===== src/rtl/ym3438_reg_wr_sched.sv =====
// ym3438_reg_wr_sched
//   Buffers CPU register writes in a small FIFO and releases each one to the
//   register file only in the operator/channel time slot it targets. The
//   24-slot sequencer runs 0-5 OP4, 6-11 OP1, 12-17 OP3, 18-23 OP2. The
//   channel number gives the offset inside each group.
//
// Ports
//   MCLK      master clock
//   IC        asynchronous active-low reset (initial clear)
//   slot_adv  one-MCLK strobe per sequencer slot
//   slot_idx  current slot number, valid while slot_adv=1
//   wr_req    push request; accepted when wr_ready=1
//   wr_part   register bank of the write (0: ch 0-2, 1: ch 3-5)
//   wr_addr   register address of the write
//   wr_data   register data of the write
//   wr_ready  FIFO not full
//   busy      FIFO non-empty or scheduler not idle
//   reg_we    one-MCLK commit strobe to the register file
//   reg_part  bank of the last commit
//   reg_addr  address of the last commit
//   reg_data  data of the last commit
//   reg_slot  slot the last commit was aligned to
//   drop_err  one-MCLK pulse when an entry is discarded
module ym3438_reg_wr_sched #(
  parameter int DEPTH   = 4,
  parameter int TIMEOUT = 32
) (
  input  logic       MCLK,
  input  logic       IC,
  input  logic       slot_adv,
  input  logic [4:0] slot_idx,
  input  logic       wr_req,
  input  logic       wr_part,
  input  logic [7:0] wr_addr,
  input  logic [7:0] wr_data,
  output logic       wr_ready,
  output logic       busy,
  output logic       reg_we,
  output logic       reg_part,
  output logic [7:0] reg_addr,
  output logic [7:0] reg_data,
  output logic [4:0] reg_slot,
  output logic       drop_err
);

  localparam int PTR_W = (DEPTH > 1) ? $clog2(DEPTH) : 1;
  localparam int CNT_W = $clog2(DEPTH) + 1;
  localparam int TMO_W = $clog2(TIMEOUT);

  typedef enum logic [1:0] {S_IDLE, S_DECODE, S_WAIT} state_t;

  state_t           state;
  logic [16:0]      mem [DEPTH];
  logic [PTR_W-1:0] wr_ptr;
  logic [PTR_W-1:0] rd_ptr;
  logic [CNT_W-1:0] count;
  logic [TMO_W-1:0] tmo_cnt;
  logic             push;
  logic             pop;

  // Entry held while waiting for its slot
  logic             ent_part;
  logic [7:0]       ent_addr;
  logic [7:0]       ent_data;
  logic             tgt_global;
  logic [4:0]       tgt_slot;

  // Head decode
  logic [16:0]      head;
  logic             hd_part;
  logic [7:0]       hd_addr;
  logic             hd_valid;
  logic             hd_global;
  logic [4:0]       hd_slot;
  logic [4:0]       hd_base;
  logic [2:0]       hd_ch;

  logic             match;
  logic             tmo_hit;

  // Full blocks a push even when a pop happens in the same cycle.
  assign wr_ready = (count != CNT_W'(DEPTH));
  assign push     = wr_req & wr_ready;
  assign busy     = (count != '0) | (state != S_IDLE);

  assign head    = mem[rd_ptr];
  assign hd_part = head[16];
  assign hd_addr = head[15:8];

  always_comb begin
    hd_valid  = 1'b0;
    hd_global = 1'b0;
    hd_slot   = '0;
    hd_ch     = (hd_part ? 3'd3 : 3'd0) + {1'b0, hd_addr[1:0]};
    case (hd_addr[3:2])
      2'd0:    hd_base = 5'd6;   // OP1
      2'd1:    hd_base = 5'd12;  // OP3
      2'd2:    hd_base = 5'd18;  // OP2
      default: hd_base = 5'd0;   // OP4
    endcase
    if (hd_addr[7:4] == 4'h2) begin
      // Global registers exist only in bank 0.
      hd_valid  = ~hd_part;
      hd_global = ~hd_part;
    end else if (hd_addr[1:0] != 2'd3) begin
      if (hd_addr >= 8'h30 && hd_addr <= 8'h9F) begin
        hd_valid = 1'b1;
        hd_slot  = hd_base + {2'b00, hd_ch};
      end else if (hd_addr >= 8'hA0 && hd_addr <= 8'hB6) begin
        hd_valid = 1'b1;
        hd_slot  = {2'b00, hd_ch};
      end
    end
  end

  assign match   = slot_adv & (tgt_global | (slot_idx == tgt_slot));
  assign tmo_hit = slot_adv & ~match & (tmo_cnt == TMO_W'(TIMEOUT - 1));
  assign pop     = ((state == S_DECODE) & ~hd_valid) |
                   ((state == S_WAIT) & (match | tmo_hit));

  always_ff @(posedge MCLK) begin
    if (push) mem[wr_ptr] <= {wr_part, wr_addr, wr_data};
  end

  always_ff @(posedge MCLK or negedge IC) begin
    if (!IC) begin
      wr_ptr <= '0;
      rd_ptr <= '0;
      count  <= '0;
    end else begin
      if (push) wr_ptr <= wr_ptr + 1'b1;
      if (pop)  rd_ptr <= rd_ptr + 1'b1;
      case ({push, pop})
        2'b10:   count <= count + 1'b1;
        2'b01:   count <= count - 1'b1;
        default: count <= count;
      endcase
    end
  end

  // Head latch: captured during DECODE, consumed in WAIT
  always_ff @(posedge MCLK) begin
    if (state == S_DECODE) begin
      ent_part   <= hd_part;
      ent_addr   <= hd_addr;
      ent_data   <= head[7:0];
      tgt_global <= hd_global;
      tgt_slot   <= hd_slot;
    end
  end

  always_ff @(posedge MCLK or negedge IC) begin
    if (!IC) begin
      state    <= S_IDLE;
      tmo_cnt  <= '0;
      reg_we   <= 1'b0;
      drop_err <= 1'b0;
      reg_part <= 1'b0;
      reg_addr <= '0;
      reg_data <= '0;
      reg_slot <= '0;
    end else begin
      reg_we   <= 1'b0;
      drop_err <= 1'b0;
      case (state)
        S_IDLE: begin
          if (count != '0) state <= S_DECODE;
        end
        S_DECODE: begin
          if (!hd_valid) begin
            drop_err <= 1'b1;
            state    <= S_IDLE;
          end else begin
            tmo_cnt <= '0;
            state   <= S_WAIT;
          end
        end
        S_WAIT: begin
          if (match) begin
            reg_we   <= 1'b1;
            reg_part <= ent_part;
            reg_addr <= ent_addr;
            reg_data <= ent_data;
            reg_slot <= slot_idx;
            state    <= S_IDLE;
          end else if (tmo_hit) begin
            drop_err <= 1'b1;
            state    <= S_IDLE;
          end else if (slot_adv) begin
            tmo_cnt <= tmo_cnt + 1'b1;
          end
        end
        default: state <= S_IDLE;
      endcase
    end
  end

endmodule


===== config.mk =====
export PLATFORM = sky130hd
export DESIGN_NAME = ym3438_reg_wr_sched
export DESIGN_NICKNAME = d
export VERILOG_FILES = /design/src/rtl/ym3438_reg_wr_sched.sv
export SDC_FILE = /design/constraint.sdc
export NUM_CORES = 1
export LEC_CHECK = 0
export ABC_AREA = 0
export CAP_MARGIN = 5
export CELL_PAD_IN_SITES_DETAIL_PLACEMENT = 1
export CELL_PAD_IN_SITES_GLOBAL_PLACEMENT = 1
export CORE_MARGIN = 2
export CORE_UTILIZATION = 52
export CTS_CLUSTER_SIZE = 20
export DETAILED_ROUTE_END_ITERATION = 8
export HOLD_SLACK_MARGIN = 0.08
export PLACE_DENSITY = 0.88
export SLEW_MARGIN = 40
export SYNTH_ARGS = -nofsm -noshare
export SYNTH_HDL_FRONTEND = slang
export SYNTH_SLANG_ARGS = --single-unit
export TNS_END_PERCENT = 50

===== constraint.sdc =====
create_clock -name MCLK -period 5.7 [get_ports MCLK]
set_input_delay 1.14 -clock MCLK [delete_from_list [all_inputs] [get_ports MCLK]]
set_output_delay 1.14 -clock MCLK [all_outputs]
set_load 0.05 [all_outputs]

==> out/qor.csv, run 1 <==
stage,metric,value,unit
sta,Fin. Hold Viols,0,
placement,IO buf count,51,
clock_network,number of gates resized after CTS,0,
cells_and_area,fillers,890,
grt,initial antenna violation count,0,
floorplan,total core area,9819,µm²
clock_network,cts bufs inserted,17,
synthesis,Syn Std Cell Area,5278,µm²
clock_network,htree depth,4,
worst_setup_path,Worst Setup Path Type,reg2reg,
sta,period utilization,69.46,%
cells_and_area,nets@finish,410,
route,DRT iter0 DRCs,161,
sta,setup TNS,0,ps
route,Remaining DRCs,0,
worst_setup_path,Startpoint Class,register,
synthesis,Synth Register Bits,129,
placement,Post-Place Cells,482,
placement,GP Congestion,0.7827,
clock_network,hold buffers post-CTS,0,
sta,Slew @ Worst Pin,775.2,ps
synthesis,post-synthesis sequential area ratio,69.80,%
sta,Max Fclk,252.6,MHz
worst_setup_path,Critical-path top delay cell,dfrtp_1,
synthesis,warnings from Yosys,0,
synthesis,"Avg Cell Area, Syn",17.48,µm²
synthesis,Gate Count Post-Synth,302,
route,DRT Wirelength,11770,µm
route,DRT Pass-1 Iters,4,
sta,Slew HR,48.32,%
route,mean number of vias per cell,5.591,
clock_network,Worst-path clk slew,60,ps
clock_network,Worst-Skew Late Latency,530,ps
sta,Setup-failing EPs final,0,
synthesis,ys flop type,edfxtp_1,
synthesis,Post-synth EDFFs,91,
route,post-route ant nets,0,
power,P per Cell Area,649.5,nW/µm²
grt,number of global-route vias before repair,3302,
worst_setup_path,CP bufs+invs,1,
cells_and_area,"most common cell after layout, fill and taps aside",edfxtp_1,
synthesis,Synth async-reset ratio,29.46,%
power,maximum vdd drop,0.0003177,V
worst_setup_path,CP arrival,4400,ps
sta,Final Max Tran Viols,0,
placement,hpwl dp,7263,µm
sta,Final Skew,11.34,ps
job,max-cap viol count,0,
grt,Global Route Usage Sum,23.42,%
worst_setup_path,Critical Path RT,6140,ps
synthesis,post-synth net total,344,
grt,largest net degree at the start of global routing,39,
clock_network,CTS tree,yes,
worst_setup_path,Worst path max stage delay,840,ps
clock_network,buffers inserted by post-CTS timing repair,0,
sta,RSZ-0062 raised after global routing,false,
floorplan,# IOs,52,
sta,final setup margin,1741,ps
synthesis,synth unique cells,42,
cells_and_area,final instance count without filler cells,514,
route,wire per inst,22.89,µm
sta,hold_ws,469.8,ps
power,leakage,2.452,nW
clock_network,clk root buf,clkbuf_8,
floorplan,# rows,36,
grt,global-route wire length before repair,18850,µm
route,via count,2874,
worst_setup_path,Worst setup EP type,register,
floorplan,Die X,104.7,µm
cells_and_area,Layout area overhead,24.18,%
placement,post-place setup slack,1831,ps
worst_setup_path,largest delay contributor family on the critical path,simple AND/OR/NAND/NOR gates,
floorplan,Die Y,104.7,µm
cells_and_area,ant diodes,0,
hold_path,HP Class,reg2reg,
worst_setup_path,worst-path cell chain,mux4_2 > a211o_1 > and3_4 > nor4_4 > or2_4 > ha_1 > inv_1 > fa_1 > xor2_1 > nor2_1 > xnor2_1,
floorplan,starting density of the core,53.75,%
sta,fin crit period,3959,ps
clock_network,Num Clock Sinks,129,
grt,grt total ovfl,0,
cells_and_area,"commonest non-fill, non-tap cells in the layout","edfxtp_1, clkdlybuf4s50_1, dfrtp_1",
worst_setup_path,worst-path maximum fanout,13,
floorplan,total die area,10970,µm²
run_status,status,finished clean,
clock_network,CTS Buffer Depth,2,
cells_and_area,share of cells above drive strength 1,19.95,%
## routing by layer
metal	wire [µm]	global-route usage [%]
met5	0	0
met4	167	8.667
met3	410	5.989
met2	6370	41.00
met1	4818	27.94
## cells by family (layout without fill, tap and decap cells)
family                   Yosys count  count (layout)  share of synthesized area [%]
AO/OA/AOI/OAI                     28              28                          3.485
adder cells (fa/ha/maj)           16              16                          4.220
buffers and inverters             26             105                          2.157
multiplexers                      44              44                          12.92
AND/OR/NAND/NOR                   47              47                          5.287
flip-flops                       129             129                          69.80
XOR/XNOR                          12              12                          2.134
## state kept, by name (all words and copies together) (netlist names)
| name | flops |
|---|---|
| reg_slot | 5 |
| count | 3 |
| wr_ptr | 2 |
| tgt_global | 1 |
| tmo_cnt | 5 |
| mem | 68 |
| tgt_slot | 5 |
| ent_part | 1 |
| reg_addr | 8 |
| state | 2 |
| drop_err | 1 |
| reg_part | 1 |
| ent_data | 8 |
| rd_ptr | 2 |
| reg_we | 1 |
| reg_data | 8 |
| ent_addr | 8 |
## cell usage after synthesis, types with 2 or more instances
cell type	n	area, µm²
a21oi_1	4	20.02
and2_1	2	12.51
and3_1	5	31.28
buf_6	2	22.52
clkbuf_1	4	15.01
dfrtp_1	38	950.9
edfxtp_1	91	2733
fa_1	3	60.06
ha_1	13	162.7
inv_1	19	71.32
mux2_1	7	78.83
mux2_2	16	180.2
mux2i_1	4	40.04
mux4_2	17	382.9
nand2_1	11	41.29
nand3_1	3	15.01
nor2_1	10	37.54
nor2b_1	3	18.77
nor3_1	4	20.02
o211ai_1	5	37.54
o21a_1	3	22.52
o21ai_1	9	45.04
xnor2_1	10	87.58
## area by class of cell
class                      instances  area (µm²)  share of cell area, %
timing repair buffer              54       530.5                  8.095
clock buffer                      19       421.7                  6.434
clock inverter                    13       191.4                  2.921
inverter                          19       71.32                  1.088
multi-input combinational        147        1488                  22.70
sequential                       129        3685                  56.22
tap                              133       166.4                  2.539
## where the power goes
group / internal [mW] / switching (mW) / total (mW)
logic: 0.620 / 0.932 / 1.55
registers: 1.38 / 0.186 / 1.57
clock network: 0.747 / 0.388 / 1.13
## final timing paths
path / from / to / slack, ps / cells past startpoint
worst max register to register: rd_ptr[0]$_DFFE_PN0P_ / count[2]$_DFFE_PN0P_ / 1740 / 11
worst max-delay path: rd_ptr[0]$_DFFE_PN0P_ / count[2]$_DFFE_PN0P_ / 1740 / 11
worst min-delay path: ent_data[3]$_DFFE_PP_ / reg_data[3]$_DFFE_PN0P_ / 470 / 1
min in group asynchronous: IC / reg_addr[4]$_DFFE_PN0P_ / 590 / 1
worst min register to register: ent_data[3]$_DFFE_PP_ / reg_data[3]$_DFFE_PN0P_ / 470 / 1
max in group asynchronous: IC / rd_ptr[1]$_DFFE_PN0P_ / 4710 / 1
## per-stage QoR
stage | cell area (µm²) | utilization, % | total power, mW
floorplan | 5278 | - | 2.622
global placement | 5932 | 60.41 | 2.994
detailed placement | 5939 | 60.49 | 3.102
CTS | 6553 | 66.73 | 4.294
global route | 6554 | 66.74 | 4.453
finish | 6554 | 66.74 | 4.257
(Power assumes the default switching activity.)
==> inputs of run 2 (changes only) <==
Settings changed: CORE_UTILIZATION 52 to 48, PLACE_DENSITY 0.88 to 0.83.
Clock period 5.7 ns to 3.8 ns, I/O delays scaled along.
==> out/qor.csv, run 2 (synthesis gave the netlist of run 1 again) <==
stage,metric,value,unit
cells_and_area,final instance count without filler cells,524,
power,leakage,2.454,nW
cells_and_area,largest register by flop count,mem,
floorplan,Die X,108.9,µm
floorplan,starting density of the core,48.90,%
route,post-route ant nets,0,
worst_setup_path,worst-path cell chain,buf_4 > mux4_2 > ha_1 > inv_1 > fa_1 > inv_1 > ha_1 > fa_1 > nand2_1 > o21ai_1,
sta,setup TNS,0,ps
cells_and_area,area of the multi-input gates,1488,µm²
clock_network,buffers inserted by post-CTS timing repair,0,
cells_and_area,fillers,974,
hold_path,HP Class,in2async,
route,Remaining DRCs,0,
clock_network,Worst-Skew Late Latency,520,ps
worst_setup_path,CP bufs+invs,3,
route,DRT iter0 DRCs,164,
grt,largest net degree at the start of global routing,39,
placement,Post-Place Cells,492,
cells_and_area,nets@finish,413,
worst_setup_path,worst-path maximum fanout,8,
cells_and_area,"commonest non-fill, non-tap cells in the layout","edfxtp_1, clkdlybuf4s50_1, dfrtp_1",
power,Pint,3.958,mW
sta,Final Skew,5.992,ps
worst_setup_path,CP startpoint,rd_ptr[0]$_DFFE_PN0P_,
cells_and_area,register area,3684,µm²
clock_network,CTS tree,yes,
sta,Setup-failing EPs final,0,
cells_and_area,"most common cell after layout, fill and taps aside",edfxtp_1,
clock_network,number of gates resized after CTS,0,
run_status,status,finished clean,
route,via count,2934,
power,P_sw,2.285,mW
route,DRT Wirelength,11310,µm
route,mean number of vias per cell,5.599,
worst_setup_path,largest delay contributor family on the critical path,adder cells,
cells_and_area,ant diodes,0,
floorplan,total core area,10790,µm²
grt,number of global-route vias before repair,3273,
sta,Fin. Hold Viols,0,
grt,Global Route Usage Sum,21.53,%
sta,RSZ-0062 raised after global routing,false,
worst_setup_path,CP arrival,3690,ps
worst_setup_path,Critical-path top delay cell,dfrtp_1,
grt,grt total ovfl,0,
placement,GP Congestion,0.7817,
clock_network,hold buffers post-CTS,0,
job,max-cap viol count,0,
clock_network,htree depth,4,
sta,Final Max Tran Viols,0,
clock_network,CTS Buffer Depth,2,
floorplan,# rows,38,
worst_setup_path,r2r startpoint,rd_ptr[0]$_DFFE_PN0P_,
worst_setup_path,Worst path max stage delay,640,ps
cells_and_area,share of cells above drive strength 1,21.61,%
placement,hpwl dp,7049,µm
sta,period utilization,90.19,%
cells_and_area,Layout area overhead,23.94,%
clock_network,Worst-path clk slew,60,ps
power,maximum vdd drop,0.0003925,V
floorplan,total die area,11850,µm²
route,wire per inst,21.59,µm
sta,Max Fclk,291.8,MHz
sta,Slew HR,57.10,%
sta,fin crit period,3427,ps
route,DRT Pass-1 Iters,8,
sta,Slew @ Worst Pin,639.2,ps
power,combinational fraction of design power,37.9,%
power,Clock Power Share,24.8,%
power,register share of total power,37.3,%
worst_setup_path,Worst setup EP type,register,
floorplan,Die Y,108.9,µm
worst_setup_path,Critical Path RT,4060,ps
clock_network,cts bufs inserted,17,
power,P per Cell Area,954.4,nW/µm²
clock_network,Num Clock Sinks,129,
grt,initial antenna violation count,0,
cells_and_area,Largest register FFs,68,
worst_setup_path,Startpoint Class,register,
power,switching share of total power,36.60,%
worst_setup_path,Worst Setup Path Type,reg2reg,
grt,global-route wire length before repair,17910,µm
placement,IO buf count,51,
floorplan,# IOs,52,
clock_network,clk root buf,clkbuf_8,
==> run 2: cell count changes in the layout (fill, tap and decap cells not counted), sizes merged <==
cell / change
buf: +3
bufinv: -3
clkbuf: -2
clkinv: -1
inv: +6
==> run 2: worst paths after layout <==
kind	endpoint	slack (ps)	cells past startpoint
min in group MCLK	reg_data[2]$_DFFE_PN0P_	460	1
worst min-delay path	reg_data[3]$_DFFE_PN0P_	210	1
max in group asynchronous	count[0]$_DFFE_PN0P_	3220	1
worst max register to register	tgt_slot[2]$_SDFFCE_PP0P_	370	10
worst max-delay path	tgt_slot[2]$_SDFFCE_PP0P_	370	10
worst min register to register	reg_data[2]$_DFFE_PN0P_	460	1
==> run 2: worst reg2reg max path: stages, from the launching register on <==
cell and delay (ps):
dfrtp_1 640, buf_4 320, mux4_2 600, ha_1 230, inv_1 70, fa_1 440, inv_1 80, ha_1 190
fa_1 420, nand2_1 90, o21ai_1 80
==> run 2: metal layers <==
metal / GRT usage [%] / part of all wire [%] / up-vias
li1: - / - / 1287
met1: 25.53 / 41 / 1496
met2: 34.42 / 50 / 117
met3: 7.173 / 5.2 / 34
met4: 12.55 / 4.1 / 0
met5: 0 / 0 / -
==> run 2: layout make-up <==
class | count | area share (%)
Clock buffer | 17 | 6.331
Clock inverter | 15 | 2.391
Inverter | 19 | 1.090
Multi-Input combinational cell | 147 | 22.74
Sequential cell | 129 | 56.31
Tap cell | 140 | 2.678
Timing Repair Buffer | 57 | 8.454
==> run 2: metrics by stage <==
step | instance area [µm²] | setup WS, ps | util (%) | hold slack (ps) | total power [mW]
after floorplan | 5278 | 557.8 | - | 439.0 | 3.932
after global placement | 5963 | 549.7 | 55.25 | 444.0 | 4.541
after detailed placement | 5971 | 436.1 | 55.32 | 453.2 | 4.663
after CTS | 6541 | 340.4 | 60.61 | 207.5 | 6.315
after global routing | 6541 | 194.2 | 60.61 | 212.4 | 6.575
final | 6541 | 372.6 | 60.61 | 210.4 | 6.243
==> run 2: power by group through the flow <==
stage	combinational (mW)	sequential, mW	clock, mW
after floorplan	1.32	2.62	0
after global placement	2.23	2.31	0
after detailed placement	2.32	2.34	0
after CTS	2.39	2.34	1.59
after global routing	2.56	2.38	1.64
final	2.36	2.33	1.55
